--- src/rtl/pipe_perf_monitor_pkg.sv ---
// Shared types for the pipeline performance monitor: counter select codes,
// FSM states and the default counter width.
package perf_pkg;

  localparam int PERF_CNT_W = 32;

  typedef enum logic [1:0] {
    CYC    = 2'd0,
    STALL  = 2'd1,
    FLUSH  = 2'd2,
    RETIRE = 2'd3
  } cnt_sel_e;

  typedef enum logic {
    RUN  = 1'b0,
    DONE = 1'b1
  } state_e;

endpackage

--- src/rtl/pipe_perf_monitor_if.sv ---
// Readout request/response port of the performance monitor; the requester
// uses the master modport, the monitor the slave modport.
interface pipe_perf_monitor_if #(
  parameter int CNT_W = 32
) ();

  logic             rd_req_i;
  logic [1:0]       rd_sel_i;
  logic             rd_valid_o;
  logic [CNT_W-1:0] rd_data_o;

  modport master (
    output rd_req_i,
    output rd_sel_i,
    input  rd_valid_o,
    input  rd_data_o
  );

  modport slave (
    input  rd_req_i,
    input  rd_sel_i,
    output rd_valid_o,
    output rd_data_o
  );

endinterface

--- src/rtl/pipe_perf_monitor_counter.sv ---
// One event counter with sticky overflow; wraps by default, saturates at
// all-ones when PERF_SAT_EN is defined.
module perf_event_counter #(
  parameter int W = 32
) (
  input  logic         clk,
  input  logic         rst_n,
  input  logic         inc,
  input  logic         hold,
  input  logic         clr,
  output logic [W-1:0] value,
  output logic         ovf
);

  localparam logic [W-1:0] ONE = W'(1);

  logic at_max;
  assign at_max = (value == {W{1'b1}});

  always_ff @(posedge clk) begin
    if (!rst_n) begin
      value <= '0;
      ovf   <= 1'b0;
    end else if (clr) begin
      value <= '0;
      ovf   <= 1'b0;
    end else if (inc && !hold) begin
      if (at_max) begin
        ovf <= 1'b1;
`ifdef PERF_SAT_EN
        value <= value;
`else
        value <= '0;
`endif
      end else begin
        value <= value + ONE;
      end
    end
  end

endmodule

--- src/rtl/pipe_perf_monitor.sv ---
// Pipeline performance monitor: cycle/stall/flush/retire counters, cycle-limit
// halt and a one-cycle-latency readout port. Saturating counters via PERF_SAT_EN.
module pipe_perf_monitor
  import perf_pkg::*;
#(
  parameter int CNT_W = PERF_CNT_W
) (
  input  logic                clk_i,
  input  logic                start_i,
  input  logic                stall_i,
  input  logic                branch_i,
  input  logic                flush_i,
  input  logic                retire_i,
  input  logic [CNT_W-1:0]    limit_i,
  input  logic                clear_i,
  pipe_perf_monitor_if.slave  rd,
  output logic                done_o,
  output logic [3:0]          ovf_o
);

  localparam logic [CNT_W-1:0] ONE = CNT_W'(1);

  state_e           state, state_nxt;
  logic             hold;
  logic             limit_hit;
  logic [CNT_W-1:0] cyc_val, stall_val, flush_val, ret_val;
  logic [CNT_W-1:0] rd_mux;
  logic             rd_valid_q;
  logic [CNT_W-1:0] rd_data_q;

  assign hold = (state == DONE);

  // A saturated cycle counter never advances, so cyc_val + 1 wrapping to 0
  // can never match a nonzero limit in either build.
  assign limit_hit = (limit_i != '0) && ((cyc_val + ONE) == limit_i);

  always_ff @(posedge clk_i) begin
    if (!start_i) begin
      state <= RUN;
    end else begin
      state <= state_nxt;
    end
  end

  always_comb begin
    state_nxt = state;
    if (clear_i) begin
      state_nxt = RUN;
    end else if (state == RUN && limit_hit) begin
      state_nxt = DONE;
    end
  end

  assign done_o = (state == DONE);

  perf_event_counter #(.W(CNT_W)) u_cyc (
    .clk(clk_i), .rst_n(start_i), .inc(1'b1), .hold(hold), .clr(clear_i),
    .value(cyc_val), .ovf(ovf_o[CYC])
  );

  perf_event_counter #(.W(CNT_W)) u_stall (
    .clk(clk_i), .rst_n(start_i), .inc(stall_i & ~branch_i), .hold(hold),
    .clr(clear_i), .value(stall_val), .ovf(ovf_o[STALL])
  );

  perf_event_counter #(.W(CNT_W)) u_flush (
    .clk(clk_i), .rst_n(start_i), .inc(flush_i), .hold(hold), .clr(clear_i),
    .value(flush_val), .ovf(ovf_o[FLUSH])
  );

  perf_event_counter #(.W(CNT_W)) u_retire (
    .clk(clk_i), .rst_n(start_i), .inc(retire_i), .hold(hold), .clr(clear_i),
    .value(ret_val), .ovf(ovf_o[RETIRE])
  );

  always_comb begin
    rd_mux = cyc_val;
    case (cnt_sel_e'(rd.rd_sel_i))
      CYC:     rd_mux = cyc_val;
      STALL:   rd_mux = stall_val;
      FLUSH:   rd_mux = flush_val;
      RETIRE:  rd_mux = ret_val;
      default: rd_mux = cyc_val;
    endcase
  end

  // Readout captures pre-update values, so a request alongside clear_i
  // still returns the count being cleared.
  always_ff @(posedge clk_i) begin
    if (!start_i) begin
      rd_valid_q <= 1'b0;
      rd_data_q  <= '0;
    end else begin
      rd_valid_q <= rd.rd_req_i;
      if (rd.rd_req_i) begin
        rd_data_q <= rd_mux;
      end
    end
  end

  assign rd.rd_valid_o = rd_valid_q;
  assign rd.rd_data_o  = rd_data_q;

endmodule

--- src/flat_wrapper.sv ---
// flat-port wrapper written by rule: the top's interface ports become plain ports
module pipe_perf_monitor_flat import perf_pkg::*;
#(
  parameter int CNT_W = PERF_CNT_W
)
  (clk_i, start_i, stall_i, branch_i, flush_i, retire_i, limit_i, clear_i, done_o, ovf_o, rd_rd_req_i, rd_rd_sel_i, rd_rd_valid_o, rd_rd_data_o);
  pipe_perf_monitor_if #(.CNT_W(CNT_W)) rd_i ();
  input  logic clk_i;
  input  logic start_i;
  input  logic stall_i;
  input  logic branch_i;
  input  logic flush_i;
  input  logic retire_i;
  input  logic [CNT_W-1:0] limit_i;
  input  logic clear_i;
  output logic done_o;
  output logic [3:0] ovf_o;
  input wire logic [$bits(rd_i.rd_req_i)-1:0] rd_rd_req_i;
  input wire logic [$bits(rd_i.rd_sel_i)-1:0] rd_rd_sel_i;
  output wire logic [$bits(rd_i.rd_valid_o)-1:0] rd_rd_valid_o;
  output wire logic [$bits(rd_i.rd_data_o)-1:0] rd_rd_data_o;
  assign rd_i.rd_req_i = rd_rd_req_i;
  assign rd_i.rd_sel_i = rd_rd_sel_i;
  assign rd_rd_valid_o = rd_i.rd_valid_o;
  assign rd_rd_data_o = rd_i.rd_data_o;
  pipe_perf_monitor #(.CNT_W(CNT_W)) u_core (.clk_i(clk_i), .start_i(start_i), .stall_i(stall_i), .branch_i(branch_i), .flush_i(flush_i), .retire_i(retire_i), .limit_i(limit_i), .clear_i(clear_i), .rd(rd_i), .done_o(done_o), .ovf_o(ovf_o));
endmodule
--- config.mk ---
export PLATFORM = sky130hd
export DESIGN_NAME = pipe_perf_monitor_flat
export DESIGN_NICKNAME = d
export VERILOG_FILES = /design/src/rtl/pipe_perf_monitor_pkg.sv /design/src/rtl/pipe_perf_monitor_if.sv /design/src/rtl/pipe_perf_monitor_counter.sv /design/src/rtl/pipe_perf_monitor.sv /design/src/flat_wrapper.sv
export SDC_FILE = /design/constraint.sdc
export NUM_CORES = 1
export LEC_CHECK = 0
export CORE_UTILIZATION = 49
export DETAILED_ROUTE_END_ITERATION = 8
export PLACE_DENSITY_LB_ADDON = 0.2
export SETUP_SLACK_MARGIN = 0.05
export SLEW_MARGIN = 20
export SYNTH_ARGS = -nofsm -noshare
export SYNTH_HDL_FRONTEND = slang
export SYNTH_SLANG_ARGS = --single-unit
--- constraint.sdc ---
create_clock -name clk_i -period 3.2 [get_ports clk_i]
set_clock_uncertainty 0.15 [all_clocks]
set_input_delay 0.32 -clock clk_i [delete_from_list [all_inputs] [get_ports clk_i]]
set_output_delay 0.32 -clock clk_i [all_outputs]
set_load 0.005 [all_outputs]
* Yosys cells after proc, flatten, opt, wreduce, memory -nomap -nowiden
Cells that the tools add are included.
** Storage, ports and cells
- Register bits after elaboration :: 166
- Input bits :: 42
- Output and inout bits :: 38
- Logic and storage cells :: 45
** Operators by class
- Add/sub/neg operators :: 4
- Equality and inequality tests :: 8
- Multiplexer cells :: 5
- Bitwise operators :: 4
- Reductions and logical operators :: 13
** Operators by type and width (count)
- $add 32x1->32 const B :: 4
- $eq 32x32->1 const B :: 4
- $mux 32 :: 4
- $pmux 32 s4 :: 1
- $eq 32x32->1 :: 1
- $reduce_bool 32->1 :: 1
- $reduce_and 2->1 :: 4
- $logic_and 1x1->1 :: 5
- $eq 2x2->1 const B :: 2
- $not 1->1 :: 3
- $eq 2x1->1 const B :: 1
- $logic_not 2->1 :: 1
- $reduce_or 2->1 :: 1
- $and 1x1->1 :: 1
- $logic_not 1->1 :: 1

* Logic depth before layout (Yosys ltp)
- Depth after elaboration :: 4
- Depth in mapped cells :: 10
- Depth with buffers taken out :: 8

* Modules after synthesis
Synthesis repeated with hierarchy kept, for this count alone.
** Unflattened totals
- Cells, all modules :: 1097
- Area, all modules :: 10042.1 um^2
** By module, submodules not included
- perf_event_counter :: times used 4, cells an instance 192, area an instance 1699.1 um^2, seq. area each 660.6 um^2
- pipe_perf_monitor :: times used 1, cells an instance 329, area an instance 3245.6 um^2, seq. area each 680.7 um^2

* Worst setup path after synthesis
OpenSTA, ideal clock, no wires.
- Path kind :: reg2reg
- Start point :: register u_core.u_cyc.value[11]
- End point :: register u_core.state, in the netlist u_core.done_o
- Library setup time :: 0.087 ns
- Arrival time :: 2.379 ns
- Required time :: 2.963 ns
- Slack :: 0.584 ns
- Cell stages (with the launch flop) :: 9
- Path buffers :: 1
- Period minus slack after synthesis :: 2.616 ns
- Path through :: dfxtp_1 -> clkbuf_1 -> and4_1 -> and4b_1 -> nor4b_1 -> xnor2_1 -> nand4_1 -> or4_1 -> o31ai_1
** On the way
- Word-level cells in the longest chain between the ends :: 4
** RTL lines
- start, declared :: RTL line pipe_perf_monitor_counter.sv:11 : output logic [W-1:0] value,
- start signal, assigned :: RTL line pipe_perf_monitor_counter.sv:36 : value <= value + ONE;
- $add 32x1->32 :: RTL line pipe_perf_monitor.sv:35 : assign limit_hit = (limit_i != '0) && ((cyc_val + ONE) == limit_i);
- $eq 32x32->1 :: RTL line pipe_perf_monitor.sv:35
- $logic_and 1x1->1 :: RTL line pipe_perf_monitor.sv:35
- $logic_and 1x1->1 :: RTL line pipe_perf_monitor.sv:49 : end else if (state == RUN && limit_hit) begin
- end signal, assigned :: RTL line pipe_perf_monitor.sv:41 : state <= state_nxt;
- end, declared :: RTL line pipe_perf_monitor.sv:23 : state_e state, state_nxt;
Every way passes these cells.
A chain may end at the register's enable or synchronous reset.

* Final worst setup path
- Start point :: register u_core.u_cyc.value[0]
- End point :: register u_core.state, in the netlist u_core.done_o
The elaborated chain is that of the path after synthesis.

==> results_dict.tcl <==
set metrics [dict create \
    synth_nets 1045 \
    layout-drive-gt1-share 0.1187 \
    gp_congestion 0.9505 \
    clkPwrFrac 0.480 \
    cts_max_path_buffers 2 \
    final_core_util 0.6008 \
    r2r-start "u_core.u_cyc.value[0]$_SDFFE_PP0N_" \
    maxCapViolations 0 \
    switchingPower_mw 0.9929 \
    dieArea_sq_mm 0.01884 \
    setup_viol 0 \
    syn-cell-area_sq_mm 0.008964 \
    rrSetupSlack_ns 0.27 \
    crit_arrival_ns 3.13 \
    drt_iter0_drc 773 \
    post_drt_via_cell_ratio 5.739 \
    hpwl_mm 18.06 \
    ys_types 53 \
    path_buf_inv 0 \
    wl_per_cell_um 18.73 \
    vias 7599 \
    place_ws_ns 0.2819 \
    ff_latch_area_sq_mm 0.003323 \
    grt_overflow 0 \
    ys_top_cells_by_area "dfxtp_1, xor2_1, mux4_2, xnor2_1, nor2_1" \
    path_class "register to register" \
    drt-total-wl_mm 24.79 \
    avgSynthCellArea_sq_um 8.973 \
    fillers 1606 \
    final_cell_count_no_fill 1324 \
    cts_root_buffer "clkbuf_16" \
    worst_slew_pin_slew_ns 1.121 \
    hold_violations 0 \
    port-buffer-count 79 \
    p_total_mw 4.493 \
    fin_crit_sh 0.9166 \
    fp.dieH_um 137.3 \
    rows 49 \
    synth_cells 999 \
    fin_nets 1129 \
    firstDrtPassIters 5 \
    rsz0062_at_grt "no" \
    critPathMaxFanout 16 \
    synth_edf_count 0 \
    grt_pass1_wl_mm 38.68 \
    diodes 0 \
    io_pins 80 \
    cts_sinks 166 \
    min_to "u_core.u_retire.ovf$_SDFFE_PP0P_" \
    status "finished, final reports clean" \
    peakVddDrop_mv 0.3822 \
    slew_headroom 0.2525 \
    multiInputGateArea_sq_mm 0.005326 \
    max_freq_ghz 0.3409 \
    switching_share 0.2210 \
    drc 0 \
    tns_ns 0 \
    r2r-end "u_core.done_o$_SDFFE_PP0P_" \
    p_per_area_mw_per_mm2 416.4 \
    holdWs_ns 0.3185 \
    numCtsBuffers 17 \
    mostFrequentLayoutCell "dfxtp_1" \
    required_ns 3.39 \
    worstSkewPairLatency_ns 0.43 \
    grt_pass1_vias 7101 \
    ys.flop_type "dfxtp_1" \
    grt_max_degree 40 \
    area_growth_pct 20.39 \
    mostFrequentLayoutCells "dfxtp_1, nor2_1, xor2_1" \
    setup_ws_ns 0.2668 \
    seq_power_share 0.462 \
    initial_core_util 0.4990 \
    cts_max_level 4 \
    netlist.area_leader.share 0.3707 \
    yosysSeqAreaShare 0.3707 \
    cts_setup_buffers 0 \
    crit_path_start_kind "register" \
    critPathMaxStageDelay_ns 0.54 \
    p_comb_frac 0.058 \
    yosys_warnings 0 \
    crit_path_end_kind "register" \
    path_cells "ha_1 > and2_1 > nand4_4 > or3_1 > a21oi_1 > nand4_1 > or4_1 > o31ai_1" \
    tritoncts "done" \
    cellInternalPower_mw 3.500 \
    antenna_left 0 \
    placed_cells 1293 \
    crit_family "simple AND/OR/NAND/NOR gates" \
    finalMaxSlewViolations 0 \
    hold_path_depth 1 \
    async_reset_ff_frac 0 \
    hp-start "u_core.u_retire.ovf$_SDFFE_PP0P_" \
    worstHoldPathType "register to register" \
    die_width_um 137.3 \
    path_clk_slew_ns 0.07 \
    rr_worst_depth 8 \
    crit_slowest_cell "dfxtp_1" \
    total_leakage_power_nw 3.677 \
    synth-seq-cells 166 \
    coreArea_sq_mm 0.01796 \
    finalInstanceArea_sq_mm 0.01079 \
    grt_usage 0.2751 \
    place_area_sq_mm 0.01017 \
    synth_top_cell_by_area "dfxtp_1" \
    finalCriticalPeriod_ns 2.933 \
    antenna_found_initial 0 \
    crit_start "u_core.u_cyc.value[0]$_SDFFE_PP0N_" \
]
synthesized netlist by cell type, types with 2 or more instances:
| cell | count |
|---|---|
| or3b_2 | 3 |
| buf_4 | 6 |
| and4_1 | 17 |
| nor3_2 | 2 |
| or3_1 | 16 |
| nor4_1 | 16 |
| ha_1 | 4 |
| inv_1 | 11 |
| nand3_1 | 58 |
| and3_1 | 18 |
| buf_2 | 18 |
| nand2_1 | 68 |
| o21ai_0 | 21 |
| clkbuf_1 | 23 |
| nor2b_1 | 38 |
| xor2_1 | 84 |
| mux2i_1 | 34 |
| and2_1 | 5 |
| nor3b_1 | 6 |
| a22oi_1 | 2 |
| nand2b_1 | 2 |
| o31ai_1 | 2 |
| buf_6 | 2 |
| a31oi_1 | 6 |
| nand4_1 | 35 |
| buf_1 | 10 |
| nor2_1 | 143 |
| or4_1 | 6 |
| nand4_4 | 2 |
| dfxtp_1 | 166 |
| or3_4 | 2 |
| mux4_2 | 32 |
| nor4_2 | 3 |
| nand3b_1 | 3 |
| or2_2 | 2 |
| xnor2_1 | 65 |
| a21oi_1 | 36 |
| nor3_1 | 17 |
timing repair:
| action | 4_1_cts | 5_1_grt |
|---|---|---|
| setup endpoints to repair | 0 | 1 |
| hold buffers | 0 | 0 |
| gates resized for setup | 0 | 2 |
| endpoints found under the hold margin | 0 | 0 |
layer usage:
| layer | share of wire | global-route usage |
|---|---|---|
| met1 | 0.46 | 0.3872 |
| met2 | 0.45 | 0.4242 |
| met3 | 0.066 | 0.03311 |
| met4 | 0.026 | 0.1184 |
| met5 | 0 | 0 |
power groups by stage:
stage	Combinational, mW	Sequential (mW)	Clock [mW]
finish	0.261	2.08	2.15
CTS	0.262	2.08	2.18
floorplan	0.143	2.12	0
global route	0.278	2.08	2.26
detailed placement	0.260	2.12	0
global placement	0.261	2.12	0
flip-flops by register name, summed over array words and instances (netlist names), 32 cells and up:
register	cells
u_core.u_flush.value	32
u_core.u_stall.value	32
u_core.rd.rd_data_o	32
u_core.u_retire.value	32
u_core.u_cyc.value	32
logic make-up after synthesis:
kind of cell,share of synthesized area
and+or+nand+nor,0.2746
xor gates and xnor gates,0.1456
muxes,0.1184
buffers and inverters,0.03657
adders and majority gates,0.005584
AOI/OAI and AO/OA,0.04858
DFF,0.3707
worst max path at each step:
stage                                 endpoint  slack (ns)  cells past startpoint
floorplan           u_core.done_o$_SDFFE_PP0P_        0.58                      8
global placement    u_core.done_o$_SDFFE_PP0P_        0.32                      8
detailed placement  u_core.done_o$_SDFFE_PP0P_        0.28                      8
CTS                 u_core.done_o$_SDFFE_PP0P_        0.27                      8
global route        u_core.done_o$_SDFFE_PP0P_        0.07                      8
finish              u_core.done_o$_SDFFE_PP0P_        0.27                      8
area by class of cell:
type | instances | area share
Multi-Input combinational cell | 762 | 0.4936
Clock inverter | 12 | 0.01670
Inverter | 11 | 0.003826
Tap cell | 229 | 0.02655
Sequential cell | 166 | 0.3079
Timing Repair Buffer | 125 | 0.1113
Clock buffer | 19 | 0.04012
Note: power is estimated with default switching activity, not from simulation.
